$ cat config.mk
export PLATFORM = sky130hd
export DESIGN_NAME = i2s_tx_out
export DESIGN_NICKNAME = d
export VERILOG_FILES = /design/src/rtl/i2s_tx_out.sv
export SDC_FILE = /design/constraint.sdc
export NUM_CORES = 1
export LEC_CHECK = 0
export ABC_CLOCK_PERIOD_IN_PS = 6300
export BUFFER_PORTS_ARGS = -buffer_cell sky130_fd_sc_hd__buf_2
export CAP_MARGIN = 30
export CORE_ASPECT_RATIO = 0.7
export CORE_MARGIN = 5
export CORE_UTILIZATION = 50
export DETAILED_ROUTE_END_ITERATION = 8
export MAX_ROUTING_LAYER = met4
export PLACE_DENSITY = 0.68
export SYNTH_ARGS = -nofsm -noshare
export SYNTH_HDL_FRONTEND = slang
export SYNTH_SLANG_ARGS = --single-unit
$ cat constraint.sdc
create_clock -name sys_clk -period 6.3 [get_ports sys_clk]
set_clock_uncertainty 0.15 [all_clocks]
set_input_delay 0.63 -clock sys_clk [delete_from_list [all_inputs] [get_ports sys_clk]]
set_output_delay 0.63 -clock sys_clk [all_outputs]
set_load 0.05 [all_outputs]
$ cat src/rtl/i2s_tx_out.sv
// i2s_tx_out -- I2S transmitter with a small stereo frame FIFO.
//
// Takes stereo frames from the DSP core on a valid/ready handshake, buffers
// them, and serializes them as Philips I2S (MSB first, one BCLK of data
// delay after each LRCLK edge). BCLK and LRCLK are generated from sys_clk.
//
// Ports:
//   sys_clk, sys_rst_n     clock, asynchronous active-low reset
//   enable                 run the serial output
//   in_left/in_right       parallel samples (AUDIO_WIDTH)
//   in_valid/in_ready      frame handshake (ready = FIFO not full)
//   i2s_bclk/lrclk/data    serial interface toward the DAC
//   fifo_level             frames currently stored
//   underrun               sticky: a frame start found the FIFO empty
//   frame_start            one-cycle pulse at each frame start
//
// Build option:
//   I2S_TX_OUT_REPEAT_ON_UNDERRUN_EN -- when defined, an empty FIFO at a
//   frame start repeats the last frame instead of sending zeros.
module i2s_tx_out #(
  parameter int I2S_WIDTH   = 24,
  parameter int AUDIO_WIDTH = 24,
  parameter int BCLK_DIV    = 4,
  parameter int FIFO_DEPTH  = 4
) (
  input  logic                          sys_clk,
  input  logic                          sys_rst_n,
  input  logic                          enable,
  input  logic [AUDIO_WIDTH-1:0]        in_left,
  input  logic [AUDIO_WIDTH-1:0]        in_right,
  input  logic                          in_valid,
  output logic                          in_ready,
  output logic                          i2s_bclk,
  output logic                          i2s_lrclk,
  output logic                          i2s_data,
  output logic [$clog2(FIFO_DEPTH):0]   fifo_level,
  output logic                          underrun,
  output logic                          frame_start
);

  localparam int PW = $clog2(FIFO_DEPTH);
  localparam int LW = PW + 1;
  localparam int DW = $clog2(BCLK_DIV);
  localparam int BW = $clog2(2 * I2S_WIDTH);

  localparam logic [DW-1:0] DIV_LAST = DW'(BCLK_DIV - 1);
  localparam logic [DW-1:0] DIV_HALF = DW'(BCLK_DIV / 2);
  localparam logic [DW-1:0] DIV_ONE  = DW'(1);
  localparam logic [BW-1:0] BIT_LAST = BW'(2 * I2S_WIDTH - 1);
  localparam logic [BW-1:0] SLOT     = BW'(I2S_WIDTH);
  localparam logic [BW-1:0] BIT_ONE  = BW'(1);
  localparam logic [LW-1:0] FULL     = LW'(FIFO_DEPTH);
  localparam logic [LW-1:0] LVL_ONE  = LW'(1);
  localparam logic [PW-1:0] PTR_ONE  = PW'(1);

  typedef struct packed {
    logic [I2S_WIDTH-1:0] l;
    logic [I2S_WIDTH-1:0] r;
  } frame_t;

  typedef enum logic {IDLE, RUN} state_t;

  state_t          state;
  frame_t          mem [FIFO_DEPTH];
  frame_t          in_frame;
  frame_t          hold;
  logic [PW-1:0]   wr_ptr, rd_ptr;
  logic [DW-1:0]   div_cnt;
  logic [BW-1:0]   bit_idx;

  logic            push, pop, fall, wrap, start, stop, ser;
  logic [BW-1:0]   nxt_bit;
  logic [I2S_WIDTH-1:0] shifted;

  // Left-justify samples into the slot width.
  if (AUDIO_WIDTH >= I2S_WIDTH) begin : g_trunc
    assign in_frame.l = in_left[AUDIO_WIDTH-1 -: I2S_WIDTH];
    assign in_frame.r = in_right[AUDIO_WIDTH-1 -: I2S_WIDTH];
  end else begin : g_pad
    assign in_frame.l = {in_left,  {(I2S_WIDTH-AUDIO_WIDTH){1'b0}}};
    assign in_frame.r = {in_right, {(I2S_WIDTH-AUDIO_WIDTH){1'b0}}};
  end

  assign in_ready = (fifo_level != FULL);
  assign push     = in_valid && in_ready;

  // A fall event is the divider wrap; from idle, enable itself makes the
  // very next edge a fall event so the first frame starts immediately.
  assign wrap  = (bit_idx == BIT_LAST);
  assign fall  = (state == RUN) ? (div_cnt == DIV_LAST) : enable;
  assign start = fall && enable && ((state == IDLE) || wrap);
  assign stop  = (state == RUN) && fall && wrap && !enable;
  assign pop   = start && (fifo_level != '0);

  assign nxt_bit = start ? '0 : bit_idx + BIT_ONE;

  // Serial bit for the BCLK period that begins at nxt_bit. Position 0 of a
  // slot carries the LSB of the preceding slot's word; after idle there is
  // no preceding word, so it is 0.
  always_comb begin
    shifted = '0;
    ser     = 1'b0;
    if (nxt_bit == '0) begin
      ser = (state == RUN) ? hold.r[0] : 1'b0;
    end else if (nxt_bit == SLOT) begin
      ser = hold.l[0];
    end else if (nxt_bit < SLOT) begin
      shifted = hold.l >> (SLOT - nxt_bit);
      ser     = shifted[0];
    end else begin
      shifted = hold.r >> ((BIT_LAST - nxt_bit) + BIT_ONE);
      ser     = shifted[0];
    end
  end

  // Storage needs no reset: level and pointers define what is valid.
  always_ff @(posedge sys_clk) begin
    if (push) mem[wr_ptr] <= in_frame;
  end

  always_ff @(posedge sys_clk or negedge sys_rst_n) begin
    if (!sys_rst_n) begin
      state       <= IDLE;
      wr_ptr      <= '0;
      rd_ptr      <= '0;
      fifo_level  <= '0;
      div_cnt     <= '0;
      bit_idx     <= '0;
      hold        <= '0;
      i2s_bclk    <= 1'b0;
      i2s_lrclk   <= 1'b0;
      i2s_data    <= 1'b0;
      underrun    <= 1'b0;
      frame_start <= 1'b0;
    end else begin
      frame_start <= 1'b0;

      if (push) wr_ptr <= wr_ptr + PTR_ONE;
      if (pop)  rd_ptr <= rd_ptr + PTR_ONE;
      if (push && !pop)      fifo_level <= fifo_level + LVL_ONE;
      else if (pop && !push) fifo_level <= fifo_level - LVL_ONE;

      if (state == IDLE) underrun <= 1'b0;

      if (start) begin
        frame_start <= 1'b1;
        state       <= RUN;
        if (pop) begin
          hold <= mem[rd_ptr];
        end else begin
          underrun <= 1'b1;
`ifdef I2S_TX_OUT_REPEAT_ON_UNDERRUN_EN
          hold <= hold;  // last frame goes out again
`else
          hold <= '0;
`endif
        end
      end

      if (stop || ((state == IDLE) && !enable)) begin
        state     <= IDLE;
        div_cnt   <= '0;
        bit_idx   <= '0;
        i2s_bclk  <= 1'b0;
        i2s_lrclk <= 1'b0;
        i2s_data  <= 1'b0;
      end else if (fall) begin
        // Data and word select move only here, half a BCLK before the
        // rising edge the receiver samples on.
        div_cnt   <= '0;
        bit_idx   <= nxt_bit;
        i2s_bclk  <= 1'b0;
        i2s_lrclk <= (nxt_bit >= SLOT);
        i2s_data  <= ser;
      end else begin
        div_cnt  <= div_cnt + DIV_ONE;
        i2s_bclk <= ((div_cnt + DIV_ONE) >= DIV_HALF);
      end
    end
  end

endmodule

Word level (Yosys, flattened, before mapping):

Memory sizes are Yosys's and may differ from the RTL's.
Cells that the tools add are included.

* output and inout port bits: 9
* memories: 1
* flip-flop bits (word level): 69
* input port bits: 52
* bits in writable memories: 192
* word-level logic and storage cells: 80

* order comparisons: 3
* reduce and logical (&&, ||, !) cells: 20
* mux-type cells: 27
* shifts and indexed selects: 2
* add/sub/neg operators: 9
* eq/ne operators: 4
* bitwise gates (word level): 1

Memories
* mem: words 4, width 48, read ports 1, clocked after Yosys merged registers in 0, write ports 1, RTL line 64 `frame_t mem [FIFO_DEPTH];`

Operators by type and width (number)
* 48-bit 2-to-1 mux: 1
* 24-bit by 6-bit right shift with 1-bit output: 2
* 1-bit 2-to-1 mux: 19
* 6-bit 2-to-1 mux: 3
* 6-bit by 1-bit adder with 6-bit output, second input constant: 2
* 1-bit logical AND: 10
* 2-bit by 1-bit adder with 2-bit output, second input constant: 3
* 6-bit by 5-bit equality test with 1-bit output, second input constant: 1
* 6-bit equality test, second input constant: 1
* 6-bit by 5-bit >= comparator with 1-bit output, second input constant: 1
* 6-bit zero test: 1
* 6-bit by 5-bit < comparator with 1-bit output, second input constant: 1
* 3-bit 2-to-1 mux: 2
* 2-bit nonzero test: 3
* 5-bit by 6-bit subtractor with 6-bit output, first input constant: 1
* 6-bit subtractor, first input constant: 1
* 2-bit 2-to-1 mux: 2
* 3-bit by 1-bit adder with 3-bit output, second input constant: 1
* 1-bit zero test: 3
* 3-bit inequality test, second input constant: 1
* 3-bit nonzero test: 1
* 3-bit by 1-bit subtractor with 3-bit output, second input constant: 1
* 2-bit equality test, second input constant: 1
* 2-bit >= comparator, second input constant: 1
* 2 further kinds: 3

Logic depth before layout (Yosys ltp):

Gate-level depths: netlist (run 1).

* word-level depth: 13
* mapped depth: 16

Least setup slack after synthesis (run 1):

No wires, ideal clock.

* kind: flip-flop to flip-flop
* from: register bit_idx[0]
* to: register i2s_data
* slack: 2.332 ns
* setup time: 0.137 ns
* stages on the path, launching flop included: 17
* arrival: 3.681 ns
* required time: 6.013 ns
* buffers on the path: 4
* cell sequence: dfrtp_1 > ha_1 > and3_1 > buf_6 > a41o_1 > nand2_1 > buf_2 > buf_1 > nand2_1 > ha_1 > clkbuf_1 > mux4_1 > and2_1 > a211oi_1 > a21oi_1 > a211oi_1 > a22oi_2

* longest elaborated chain between the ends: 12

Ends and longest elaborated chain
* start, declared: RTL line 69 `logic [BW-1:0] bit_idx;`
* start signal, assigned: RTL line 171 `bit_idx <= nxt_bit;`
* branches (longest 12 deep; another with 6-bit by 1-bit adder with 6-bit output)
* end signal, assigned: RTL line 174 `i2s_data <= ser;`
* end, declared: RTL line 35 `output logic i2s_data,`

Several ways; the timed one is not identified. The select of a mux whose other input is x is not followed.
A chain may end at the register's enable or synchronous reset.

Final worst setup path (run 1):

Ends and elaborated chain as after synthesis.

==> results of run 1 <==
==> per-stage QoR <==
step           worst slack (ns)  area (um2)  total power, mW
2_1_floorplan              2.33       10400             2.48
3_5_place_dp               2.09       11000             2.67
6_report                   2.05       11800             4.05
3_3_place_gp               2.02       11000             2.64
4_1_cts                    2.07       11800             4.11
5_1_grt                    1.75       11800             4.22
==> cell families (layout without fill, tap and decap cells) <==
group | count (synthesis) | after routing | share of synthesized area (%)
flip-flops | 260 | 260 | 71.7
AO/OA/AOI/OAI | 88 | 88 | 6.87
multiplexers | 65 | 65 | 13.7
AND/OR/NAND/NOR | 63 | 63 | 3.08
buffers and inverters | 45 | 130 | 1.92
XOR/XNOR | 16 | 16 | 1.53
adder cells (fa/ha/maj) | 9 | 9 | 1.15
other | 0 | 1 | 0
==> layer usage <==
layer | part of all wire (%) | up-vias | GRT usage (%)
met3 | 6.4 | 35 | 3.79
met4 | 2.0 | 0 | 3.66
met1 | 46 | 2751 | 25.6
li1 | - | 2343 | -
met2 | 46 | 163 | 26.4
met5 | 0 | - | -
==> layout by cell type, fill, tap and decap left out, types with 4 or more instances in the layout <==
master                      count
sky130_fd_sc_hd__nand2b_1       4
sky130_fd_sc_hd__buf_2         60
sky130_fd_sc_hd__o21ai_0        5
sky130_fd_sc_hd__and3_1         4
sky130_fd_sc_hd__edfxtp_1     192
sky130_fd_sc_hd__xor2_1         5
sky130_fd_sc_hd__mux4_1         7
sky130_fd_sc_hd__buf_4          6
sky130_fd_sc_hd__mux4_2        53
sky130_fd_sc_hd__a31oi_1        4
sky130_fd_sc_hd__a22o_1        48
sky130_fd_sc_hd__a21oi_1        5
sky130_fd_sc_hd__dfrtp_1       66
sky130_fd_sc_hd__clkbuf_1       7
sky130_fd_sc_hd__clkinv_1       4
sky130_fd_sc_hd__xnor2_1       10
sky130_fd_sc_hd__and3_2         5
sky130_fd_sc_hd__nor2_1        13
sky130_fd_sc_hd__nand3_1        4
sky130_fd_sc_hd__nand2_1       18
sky130_fd_sc_hd__ha_1           8
sky130_fd_sc_hd__inv_1         15
sky130_fd_sc_hd__clkbuf_16     27
==> layout make-up <==
class                   count  area [um2]
well taps                 276         345
clock buffers              36         729
multi-input cells         241        2760
clock inverters            10        67.6
inverters                  16        60.1
flip-flops and latches    260        7470
fillers                  1583        8760
repair buffers             68         393
diodes                      1        2.50
==> final timing paths <==
| kind | start | end | slack [ns] | cells after the start |
|---|---|---|---|---|
| worst max-delay path | bit_idx[0] | i2s_data | 2.05 | 13 |
| worst min-delay path | sys_rst_n | frame_start | 0.14 | 2 |
| worst max register to register | bit_idx[0] | i2s_data | 2.05 | 13 |
| worst min register to register | div_cnt[0] | div_cnt[0] | 0.31 | 1 |
| max in group asynchronous | sys_rst_n | rd_ptr[0] | 5.19 | 2 |
| min in group sys_clk | in_right[18] | mem[3][18] | 0.16 | 1 |
==> power groups by stage <==
stage	clock (mW)	sequential (mW)	combinational [mW]
floorplan	0	2.25	0.228
global placement	0	2.22	0.427
detailed placement	0	2.23	0.438
CTS	1.47	2.20	0.439
global route	1.54	2.22	0.463
finish	1.43	2.19	0.425
==> registers in the layout, indices dropped and copies added, names as in the netlist <==
| name | flops |
|---|---|
| underrun | 1 |
| div_cnt | 2 |
| rd_ptr | 2 |
| mem | 192 |
| fifo_level | 3 |
| frame_start | 1 |
| i2s_data | 1 |
| i2s_lrclk | 1 |
| bit_idx | 6 |
| wr_ptr | 2 |
| hold | 48 |
| state | 1 |
==> reports/metrics.sh, run 1 <==
ARRIVAL_NS=4.50
WIRE_LENGTH_OF_THE_FIRST_GLOBAL_ROUTING_PASS_UM=31300
HTREEDEPTH=1
SYNTH_ASYNC_SR_FLOP_SHARE_PCT=26.2
COUNT_OF_YOSYS_WARNINGS_DURING_SYNTHESIS=0
PLACEABLECOREAREA_UM2=20600
WORST_PATH_LARGEST_CELL_DELAY_NS=0.59
DP_HPWL_UM=12300
PWR-SHARE-COMB_PCT=10.5
WORSTPATHBUFFERINVERTERCOUNT=1
CTS-BUFFERS-INSERTED=25
NET-SWITCHING-POWER_mW=0.979
DETAIL_ROUTE.ITER0.VIOLATIONS=488
CP_CELL_SEQUENCE='ha_1, and3_1, a41o_1, nand2_2, buf_12, nand2_1, ha_1, mux4_1, mux2_2, nand2_1, a31oi_1, o211ai_1, a22oi_2'
SLEW_HEADROOM_PCT=34.9
PATH_DELAY_FAMILY='simple AND/OR/NAND/NOR gates'
WORST-ENDPOINT-REQUIRED_NS=6.56
P_LEAK_nW=4.31
CLOCK-SINKS=260
POST-ROUTE-DRC-COUNT=0
SYNTH_TOP_FLOP_CELL='sky130_fd_sc_hd__edfxtp_1'
DRV_CAP=0
SETUP_REPAIR_AFTER_GLOBAL_ROUTING_MISSED_ITS_MARGIN='false'
PROPORTION_OF_POWER_DRAWN_BY_FLIP_FLOPS_AND_LATCHES_PCT=54.1
AVGROUTEDWIREPERCELL_UM=21.7
PLACEMENT_ROWS=44
DIE_X_EXTENT_UM=182
MAX_FREQ_MHz=235
DIE-AREA_UM2=23900
CLOCKPOWERSHARE_PCT=35.4
STATUS='complete, no violations'
GRT_OVERFLOW=0
CLK_PIN_SLEW_WORST_PATHS_NS=0.07
VIAS_PER_CELL=5.83
FINAL_CORE_UTILIZATION_PCT=57.4
DR_TOTAL_VIAS=5292
WORST_IR_DROP_VDD_uV=281
TIGHTEST_SLEW_NS=0.977
NUMBER_OF_ANTENNA_VIOLATIONS_AT_THE_FIRST_CHECK_IN_GLOBAL_ROUTING=1
POST_SYNTH_NUM_CELL_TYPES=53
POSTSYNTHCELLCOUNT=546
FIN_TNS_SETUP_NS=0
HOLD-WORST-SLACK_NS=0.137
SYN-MEAN-INSTANCE-AREA_UM2=19.1
ROUTED_WL_UM=19700
FINAL-SETUP-VIOL-COUNT=0
FIN_CRIT_NS=4.25
POST-SYNTH-TOP-AREA-FRACTION_PCT=55.4
MIN_PERIOD_OVER_PERIOD_PCT=67.4
POST_CTS_RESIZE_COUNT=0
ANT_NETS=0
CHIPHEIGHT_UM=131
SYNTH.LARGEST_AREA_CELL='sky130_fd_sc_hd__edfxtp_1'
CTSLONGESTPATHBUFFERS=3
SYNTH_EDF_COUNT=192
MOST_INSTANTIATED_LIBRARY_CELL_AFTER_SYNTHESIS='sky130_fd_sc_hd__edfxtp_1'
CRIT_PATH_TOP_DELAY_CELL='sky130_fd_sc_hd__ha_1'
FINALWEIGHTEDCONGESTION=0.856
INITIAL_UTILIZATION_PCT=50.6
CRITPATHMAXFANOUT=35
POWER_DENSITY_nW_PER_UM2=343
LAYOUT-AREA-OVERHEAD-VS-SYNTH_PCT=13.6
GRT_PASS1_VIAS=5435
DETAILEDROUTE.FIRSTPASSITERATIONCOUNT=4
SLEW_VIOLATIONS=0
SYNTH.CELL_AREA_UM2=10400
TIMING.CRITICAL_PATH.TO_TYPE='register'
CTS.HOLD.BUFFERS_ADDED=0
TRITONCTS='done'
HOLDCRITPATHCLASS='in2async'
NUMBER_OF_PRIMARY_I_O_PINS=61
CRITICALPATHCATEGORY='reg2reg'
SYNTH_NETS=607
FIN_CELLS=908
GRT_USAGE_PCT=17.6
P_SW_SHARE_PCT=24.2
P_INT_mW=3.07
DPL.CELL_COUNT=861
CLK_LATENCY_NS=0.53
SYNTH_COMMONEST_CELLS='sky130_fd_sc_hd__edfxtp_1, sky130_fd_sc_hd__dfrtp_1, sky130_fd_sc_hd__mux4_2'
POST-CTS-SETUP-BUFFER-COUNT=0
NNETSFINAL=673
CRITPATHLAUNCHTYPE='register'
POST_ROUTE_CELLS_DRIVE_ABOVE_1_SHARE_PCT=27.6
SYNTH_SEQ_AREA_SHARE_PCT=71.7
CLK_ROOT_BUFFER_CELL='sky130_fd_sc_hd__clkbuf_16'
NETLIST_TOP_CELLS_AREA='sky130_fd_sc_hd__edfxtp_1, sky130_fd_sc_hd__dfrtp_1, sky130_fd_sc_hd__mux4_2'
PORT_BUFFERS=60
SYNTH_SEQ_CELLS=260
TIMING.FINAL.HOLD_VIOLATIONS=0
PIN_COUNT_OF_THE_BIGGEST_NET_ENTERING_GLOBAL_ROUTING=69
Note: power is estimated with default switching activity, not from simulation.
==> run 2, diff against run 1 <==
Settings changed: ABC_CLOCK_PERIOD_IN_PS 6300 to 4300.
Clock period 6.3 ns to 4.3 ns, I/O delays scaled along.
==> run 2 against run 1 <==
  * Via count up 1.9%
  * Wire length up 1.3%
  * Register-to-register slack worse by 1.4 ns
  * Largest power group unchanged
==> reports/metrics.sh, run 2 (synthesis results as in run 1) <==
STATUS='complete, no violations'  # unchanged
CRITPATHLAUNCHTYPE='register'  # unchanged
GRT_USAGE_PCT=17.7  # was 17.6%
MIN_PERIOD_OVER_PERIOD_PCT=84.7  # was 67.4%
DIE_X_EXTENT_UM=182  # unchanged
SLEW_HEADROOM_PCT=41.7  # was 34.9%
DR_TOTAL_VIAS=5393  # was 5292
TIMING.CRITICAL_PATH.FROM='bit_idx[0]'  # unchanged
CLOCK-SINKS=260  # unchanged
GRT_PASS1_VIAS=5595  # was 5435
CRIT_PATH_TOP_DELAY_CELL='sky130_fd_sc_hd__or4_1'  # was sky130_fd_sc_hd__ha_1
FIN_CRIT_NS=3.64  # was 4.25 ns
CP_CELL_SEQUENCE='ha_1, and3_1, a41o_1, nand2_2, nand2_1, ha_1, inv_1, or4_1, a21oi_2, o211ai_1, a21oi_1, o211ai_1, a22oi_2'  # was ha_1, and3_1, a41o_1, nand2_2, buf_12, nand2_1, ha_1, mux4_1, mux2_2, nand2_1, a31oi_1, o211ai_1, a22oi_2
PRECTSSETUPSLACK_NS=0.679  # was 2.09 ns
PIN_COUNT_OF_THE_BIGGEST_NET_ENTERING_GLOBAL_ROUTING=61  # was 69
FINALWEIGHTEDCONGESTION=0.822  # was 0.856
CTS-BUFFERS-INSERTED=25  # unchanged
HOLDCRITPATHCLASS='in2reg'  # was in2async
ANTENNA_CELLS_INSERTED=0  # was 1
GRT_OVERFLOW=0  # unchanged
CLK_LATENCY_NS=0.53  # about the same
WIRE_LENGTH_OF_THE_FIRST_GLOBAL_ROUTING_PASS_UM=31900  # was 31300 um
MAX_FREQ_MHz=274  # was 235 MHz
TRITONCTS='done'  # unchanged
LAUNCHING_POINT_OF_THE_WORST_REG2REG_PATH='bit_idx[0]'  # unchanged
POWER_DENSITY_nW_PER_UM2=492  # was 343 nW/um2
WORST_PATH_LARGEST_CELL_DELAY_NS=0.56  # was 0.59 ns
POST-ROUTE-DRC-COUNT=0  # unchanged
POST_ROUTE_CELLS_DRIVE_ABOVE_1_SHARE_PCT=26.2  # was 27.6%
REG2REGPATHDEPTH=13  # unchanged
TIMING.FINAL.HOLD_VIOLATIONS=0  # unchanged
DP_HPWL_UM=12700  # was 12300 um
CTSLONGESTPATHBUFFERS=3  # unchanged
VIAS_PER_CELL=5.62  # was 5.83
CLK_PIN_SLEW_WORST_PATHS_NS=0.07  # about the same
LARGEST_REGISTER_FF_COUNT=192  # unchanged
PLACEABLECOREAREA_UM2=20600  # unchanged
WORST_SETUP_SLACK_FINAL_NS=0.656  # was 2.05 ns
ANT_NETS=0  # unchanged
CLOCKPOWERSHARE_PCT=36.3  # was 35.4%
NET-SWITCHING-POWER_mW=1.43  # was 0.979 mW
INITIAL_UTILIZATION_PCT=50.6  # unchanged
DETAILEDROUTE.FIRSTPASSITERATIONCOUNT=4  # unchanged
P_SW_SHARE_PCT=23.5  # was 24.2%
MOSTFREQUENTLAYOUTCELL='sky130_fd_sc_hd__edfxtp_1'  # unchanged
WORST-ENDPOINT-REQUIRED_NS=4.60  # was 6.56 ns
CRITPATHMAXFANOUT=7  # was 35
NUMBER_OF_PRIMARY_I_O_PINS=61  # unchanged
FINAL_CELL_MIX='sky130_fd_sc_hd__edfxtp_1, sky130_fd_sc_hd__dfrtp_1, sky130_fd_sc_hd__buf_2'  # unchanged
FIN_TNS_SETUP_NS=0  # unchanged
DIE-AREA_UM2=23900  # unchanged
P_INT_mW=4.66  # was 3.07 mW
WORST_IR_DROP_VDD_uV=392  # was 281 uV
CLK_ROOT_BUFFER_CELL='sky130_fd_sc_hd__clkbuf_16'  # unchanged
TIMING.CRITICAL_PATH.TO_TYPE='register'  # unchanged
P_LEAK_nW=4.56  # was 4.31 nW
CHIPHEIGHT_UM=131  # unchanged
AVGROUTEDWIREPERCELL_UM=20.8  # was 21.7 um
PROPORTION_OF_POWER_DRAWN_BY_FLIP_FLOPS_AND_LATCHES_PCT=52.8  # was 54.1%
CRITICALPATHCATEGORY='reg2reg'  # unchanged
LAYOUT-AREA-OVERHEAD-VS-SYNTH_PCT=19.0  # was 13.6%
NNETSFINAL=726  # was 673
TIGHTEST_SLEW_NS=0.874  # was 0.977 ns
HTREEDEPTH=1  # unchanged
POST_CTS_RESIZE_COUNT=0  # unchanged
SETUP_REPAIR_AFTER_GLOBAL_ROUTING_MISSED_ITS_MARGIN='false'  # unchanged
NUMBER_OF_ANTENNA_VIOLATIONS_AT_THE_FIRST_CHECK_IN_GLOBAL_ROUTING=0  # was 1
FINAL-SETUP-VIOL-COUNT=0  # unchanged
REG2REG_SLACK_NS=0.66  # was 2.05 ns
REG_TOP3='mem: 192 flops, hold: 48 flops, bit_idx: 6 flops'  # unchanged
ROUTED_WL_UM=20000  # was 19700 um
WORSTHOLDSTART='enable'
DRV_CAP=0  # unchanged
LARGEST-REGISTER='mem'  # unchanged
PLACEMENT_ROWS=44  # unchanged
PWR-SHARE-COMB_PCT=11.0  # was 10.5%
PORT_BUFFERS=60  # unchanged
WORSTHOLDPATHCELLS=2
DETAIL_ROUTE.ITER0.VIOLATIONS=433  # was 488
SLEW_VIOLATIONS=0  # unchanged
POWER_mW=6.10  # was 4.05 mW
HOLD-WORST-SLACK_NS=0.0728  # was 0.137 ns
R2R-END='i2s_data'  # unchanged
WORSTHOLDENDPOINT='state'
ARRIVAL_NS=3.94  # was 4.50 ns
==> run 2: cell count changes in the layout (fill, tap and decap cells not counted), sizes merged <==
cell / previous run / this run
bufinv: 0 / 4
clkbuf: 36 / 29
diode: 1 / 0
clkinvlp: 1 / 0
inv: 18 / 17
dlygate4sd3: 0 / 49
buf: 68 / 72
clkinv: 7 / 11
==> run 2: worst max-delay path by stage <==
| stage | endpoint |
|---|---|
| finish | i2s_data |
| global route | i2s_data |
| CTS | i2s_data |
| detailed placement | i2s_data |
| global placement | i2s_data |
| floorplan | i2s_data |
==> run 2: what timing repair did <==
action / 4_1_cts / 5_1_grt
hold endpoints to repair: 234 / 0
hold buffers: 49 / 0
setup buffers: 0 / 0
==> run 2: metal layers <==
layer / vias up / share of wire, % / GRT usage (%)
li1: 2444 / - / -
met1: 2787 / 48 / 26.5
met2: 133 / 46 / 26.3
met3: 29 / 4.6 / 2.85
met4: 0 / 1.7 / 3.57
met5: - / 0 / -
==> run 2: area by class of cell <==
class	instances	area, um2
clock inverter	16	189
inverter	16	60.1
sequential	260	7470
tap	276	345
clock buffer	29	641
timing repair buffer	121	926
multi-input combinational	241	2760
fill	1500	8200
==> run 2: metrics by stage <==
| stage | cell area [um2] | utilization, % | instances |
|---|---|---|---|
| floorplan | 10400 | - | 546 |
| global placement | 11000 | 53.4 | 862 |
| detailed placement | 11000 | 53.7 | 864 |
| CTS | 12400 | 60.1 | 958 |
| global route | 12400 | 60.2 | 959 |
| finish | 12400 | 60.2 | 959 |
==> run 2: power by group through the flow <==
stage | logic (mW) | clock network, mW | registers (mW)
after floorplan | 0.334 | 0 | 3.30
after global placement | 0.627 | 0 | 3.25
after detailed placement | 0.651 | 0 | 3.27
after CTS | 0.688 | 2.25 | 3.22
after global routing | 0.726 | 2.36 | 3.25
final | 0.669 | 2.21 | 3.22
==> run 2: critical path, delay by kind of cell (launching register included) <==
kind / cells / cell delay (ns)
and+or+nand+nor: 4 / 1.10
buffers and inverters: 1 / 0.14
DFF: 1 / 0.47
AOI/OAI and AO/OA: 6 / 1.04
adders and majority gates: 2 / 0.67
